==> src/rtl/acc_dec_pkg.sv <==
// rtl/acc_dec_pkg.sv - shared types and constants for the accumulator operand decoder
package acc_dec_pkg;

    localparam int W = 8;

    localparam logic KIND_AND = 1'b0;
    localparam logic KIND_XOR = 1'b1;

    typedef enum logic {SYNC, RUN} state_t;

    typedef struct packed {
        logic         kind;
        logic [W-1:0] data;
        logic [W-1:0] known;
    } entry_t;

endpackage

==> src/rtl/acc_dec_fifo.sv <==
// rtl/acc_dec_fifo.sv - DEPTH-entry result FIFO with wrap-bit pointers
module acc_dec_fifo
    import acc_dec_pkg::*;
#(
    parameter int DEPTH = 4
) (
    input  logic   clk,
    input  logic   rst_n,
    input  logic   push,
    input  logic   pop,
    input  entry_t wdata,
    output logic   full,
    output logic   empty,
    output entry_t head
);

    localparam int AW = $clog2(DEPTH);

    logic [AW:0] wr_q, wr_d;
    logic [AW:0] rd_q, rd_d;
    entry_t      mem_q [DEPTH];
    logic        do_push;
    logic        do_pop;

    // Extra MSB distinguishes full from empty when the index bits match.
    assign empty   = (wr_q == rd_q);
    assign full    = (wr_q[AW] != rd_q[AW]) && (wr_q[AW-1:0] == rd_q[AW-1:0]);
    assign do_push = push && !full;
    assign do_pop  = pop && !empty;
    assign head    = mem_q[rd_q[AW-1:0]];

    always_comb begin
        wr_d = wr_q;
        rd_d = rd_q;
        if (do_push) begin
            wr_d = wr_q + (AW+1)'(1);
        end
        if (do_pop) begin
            rd_d = rd_q + (AW+1)'(1);
        end
    end

    always_ff @(posedge clk or negedge rst_n) begin
        if (!rst_n) begin
            wr_q <= '0;
            rd_q <= '0;
        end else begin
            wr_q <= wr_d;
            rd_q <= rd_d;
        end
    end

    always_ff @(posedge clk) begin
        if (do_push) begin
            mem_q[wr_q[AW-1:0]] <= wdata;
        end
    end

endmodule

==> src/rtl/acc_op_decoder.sv <==
// rtl/acc_op_decoder.sv - recovers XOR/AND operands from a stream of accumulator snapshots
module acc_op_decoder
    import acc_dec_pkg::*;
#(
    parameter int DEPTH = 4
) (
    input  logic           clk,
    input  logic           r,
    input  logic           in_valid,
    output logic           in_ready,
    input  logic           in_clear,
    input  logic           in_sel,
    input  logic [W-1:0]   in_q,
    input  logic [W/2-1:0] in_l,
    output logic           out_valid,
    input  logic           out_ready,
    output logic           out_kind,
    output logic [W-1:0]   out_data,
    output logic [W-1:0]   out_known,
    output logic           err
);

    state_t       state_q, state_d;
    logic [W-1:0] prev_q, prev_d;
    logic         err_q, err_d;

    logic         fifo_full;
    logic         fifo_empty;
    logic         accept;
    logic         push;
    logic         pop;
    logic [W-1:0] p;
    entry_t       dec;
    entry_t       head;

    assign in_ready = !fifo_full;
    assign accept   = in_valid && !fifo_full;
    assign pop      = !fifo_empty && out_ready;

    always_comb begin
        state_d = state_q;
        prev_d  = prev_q;
        err_d   = err_q;
        push    = 1'b0;
        dec     = '0;
        p       = in_clear ? '0 : prev_q;

        if (in_sel) begin
            dec.kind  = KIND_XOR;
            dec.data  = in_q ^ p;
            dec.known = '1;
        end else begin
            dec.kind  = KIND_AND;
            dec.data  = in_q & p;
            dec.known = p;
        end

        // Without a clear, the first snapshot after SYNC only seeds the predecessor.
        if (accept) begin
            push    = (state_q == RUN) || in_clear;
            prev_d  = in_q;
            state_d = RUN;
            if (push) begin
                if (in_sel && (dec.data[W-1:W/2] != in_l)) begin
                    err_d = 1'b1;
                end
                if (!in_sel && ((in_q & ~p) != '0)) begin
                    err_d = 1'b1;
                end
            end
        end
    end

    always_ff @(posedge clk or negedge r) begin
        if (!r) begin
            state_q <= SYNC;
            prev_q  <= '0;
            err_q   <= 1'b0;
        end else begin
            state_q <= state_d;
            prev_q  <= prev_d;
            err_q   <= err_d;
        end
    end

    acc_dec_fifo #(.DEPTH(DEPTH)) u_fifo (
        .clk   (clk),
        .rst_n (r),
        .push  (push),
        .pop   (pop),
        .wdata (dec),
        .full  (fifo_full),
        .empty (fifo_empty),
        .head  (head)
    );

    // Head storage is not reset, so outputs read as zero whenever nothing is queued.
    assign out_valid = !fifo_empty;
    assign out_kind  = fifo_empty ? 1'b0 : head.kind;
    assign out_data  = fifo_empty ? '0   : head.data;
    assign out_known = fifo_empty ? '0   : head.known;
    assign err       = err_q;

endmodule

==> config.mk <==
export PLATFORM = sky130hd
export DESIGN_NAME = acc_op_decoder
export DESIGN_NICKNAME = d
export VERILOG_FILES = /design/src/rtl/acc_dec_pkg.sv /design/src/rtl/acc_dec_fifo.sv /design/src/rtl/acc_op_decoder.sv
export SDC_FILE = /design/constraint.sdc
export NUM_CORES = 1
export LEC_CHECK = 0
export ABC_AREA = 1
export CAP_MARGIN = 20
export CELL_PAD_IN_SITES_DETAIL_PLACEMENT = 0
export CELL_PAD_IN_SITES_GLOBAL_PLACEMENT = 2
export CORE_MARGIN = 2
export CORE_UTILIZATION = 30
export CTS_BUF_LIST = sky130_fd_sc_hd__clkbuf_4 sky130_fd_sc_hd__clkbuf_8
export CTS_CLUSTER_SIZE = 12
export DETAILED_ROUTE_END_ITERATION = 6
export PLACE_DENSITY_LB_ADDON = 0.1
export SETUP_SLACK_MARGIN = 0.4
export SLEW_MARGIN = 40
export SYNTH_ARGS = -nofsm -noshare
export SYNTH_HDL_FRONTEND = slang
export SYNTH_SLANG_ARGS = --single-unit
==> constraint.sdc <==
create_clock -name clk -period 2.7 [get_ports clk]
set_input_delay 0.54 -clock clk [delete_from_list [all_inputs] [get_ports clk]]
set_output_delay 0.54 -clock clk [all_outputs]
set_load 0.1 [all_outputs]
==> qor.csv <==
metric,value,unit
drv_cap,0,
die-height,119,microns
fin_util,41.5,%
via_per_inst,4.46,
initial_core_util,30.4,%
synth-seq-cells,84,
portBuffers,37,
clock-root-buffer,clkbuf_8,
ant_nets,0,
drc_errors,0,
finalCritPeriodShare,88.4,%
layout_commonest_cell,edfxtp_1,
hold-worst-slack,0.101,ns
path_delay_family,buffers and inverters,
mostFrequentLayoutCells,"edfxtp_1, nor2_1, nand2_1",
grt_pass1_vias,2669,
hpwl,6030,microns
wl,9750,microns
cp_slowest_cell,dfrtp_2,
cts_tree,yes,
yosys_warnings,0,
fin_area,5450,sq um
syn_avg_cell_area,10.3,sq um
r2r_slack,0.84,ns
grt_max_degree,36,
place_congestion,0.757,
clock_path_buffers,2,
fmax,419,MHz
layout-drive-gt1-share,25.2,%
grtUsageTotal,14.0,%
grt_pass1_wl,14800,microns
crit_top_cell,buf_12,
gr-total-overflow,0,
tns,0,ns
finalSetupViolations,0,
vias,2838,
worstMarginPinSlew,0.560,ns
insertion_delay,0.35,ns
drv_slew,0,
die_area,14200,sq um
syn_nets,428,
arrival,1.85,ns
synth_area,3990,sq um
cpPeakStageDelay,0.46,ns
cp_cell_sequence,clkinv_4 > nand2_4 > nand2_2 > nand4_1 > buf_12 > buf_12 > nand2_2 > clkinvlp_4 > buf_12,
wire_per_inst,15.3,microns
antenna_found_initial,0,
cts_max_level,3,
yosys.area.top_type,edfxtp_1,
drt-initial-drc-count,110,
final_nets,495,
critPathRequiredTime,2.16,ns
hold_violations,0,
min_period,2.39,ns
ys_seq_area_share,61.2,%
cts_buffers,9,
synth_top_area_share,51.2,%
min_path_type,input port to async pin,
dpl_cell_area,4850,sq um
synth_cell_types,29,
firstDrtPassIters,4,
clock_sinks,84,
syn2layout_area_growth,36.6,%
outcome,"finished, final reports clean",
pin_count,38,
rsz0062_at_grt,yes,
path_class,register to output pin,
core_area,13100,sq um
cp-start-kind,register,
maxSlewHeadroom,62.3,%
syn_inst,389,
cp_max_fo,5,
end_kind,output pin,
synthTopCellsByArea,"edfxtp_1, dfrtp_1, ha_1",
cp.buffers_inverters,5,
hold_buffers,0,
finalClockSkew,0.0172,ns
die_w,119,microns
n_antenna_cell,0,
rows,42,
clkTransAtPathRegs,0.09,ns
[flip-flops by register name, indices dropped and copies added, names as in the netlist]
| register | cells |
|---|---|
| state_q | 1 |
| u_fifo.mem_q | 68 |
| u_fifo.rd_q | 3 |
| err | 1 |
| prev_q | 8 |
| u_fifo.wr_q | 3 |
[Yosys cell counts (all sizes together)]
cell type / n
or2: 2
nand3: 5
a21oi: 8
dfrtp: 16
edfxtp: 68
buf: 11
o21ai: 43
inv: 54
xnor2: 2
nand2: 71
ha: 21
nand3b: 2
clkbuf: 5
nor2: 61
o22ai: 17
xor2: 1
nor3: 1
nand4: 1
[metrics by stage]
stage | setup slack, ns | std cells
global route | 0.192 | 637
global placement | 0.201 | 599
finish | 0.312 | 637
CTS | 0.299 | 628
floorplan | 0.399 | 389
detailed placement | 0.218 | 599
[kinds of logic after synthesis]
family,synth area share (%)
AND/OR/NAND/NOR,15.0
flip-flops,61.2
buffers and inverters,7.40
AO/OA/AOI/OAI,9.15
adder cells (fa/ha/maj),6.58
XOR/XNOR,0.658
[what timing repair did]
item | CTS | global route
pin swaps | 2 | 4
gates cloned | 0 | 2
endpoints found under the setup margin | 18 | 18
resized for setup | 38 | 19
buffers inserted | 13 | 7
[per-layer routing]
metal	wire (microns)	vias to the layer above	global-route usage, %
met1	4790	1355	19.2
met3	294	14	2.44
met4	157	0	5.88
met2	4510	51	22.0
li1	-	1418	-
met5	0	-	0
[worst paths after layout]
path                                             from                            to  depth (start not counted)
max in group asynchronous                           r    u_fifo.rd_q[0]$_DFFE_PN0P_                          1
min in group clk                  state_q$_DFFE_PN0N_           state_q$_DFFE_PN0N_                          2
hold / removal                                      r               err$_DFFE_PN0P_                          1
setup / recovery           u_fifo.rd_q[0]$_DFFE_PN0P_                  out_known[6]                          9
hold reg to reg                   state_q$_DFFE_PN0N_           state_q$_DFFE_PN0N_                          2
setup reg to reg           u_fifo.rd_q[1]$_DFFE_PN0P_  u_fifo.mem_q[1][9]$_DFFE_PP_                          8
[layout make-up]
type,instances,area (sq um)
clock buffers,10,131
fillers,1318,7680
repair buffers,72,978
multi-input cells,235,1350
flip-flops and latches,84,2440
clock inverters,6,88.8
well taps,176,220
inverters,54,241
Power is left out: the tool's default activity adds up to more than one toggle a clock period on the data nets, which glitch-free logic cannot reach.
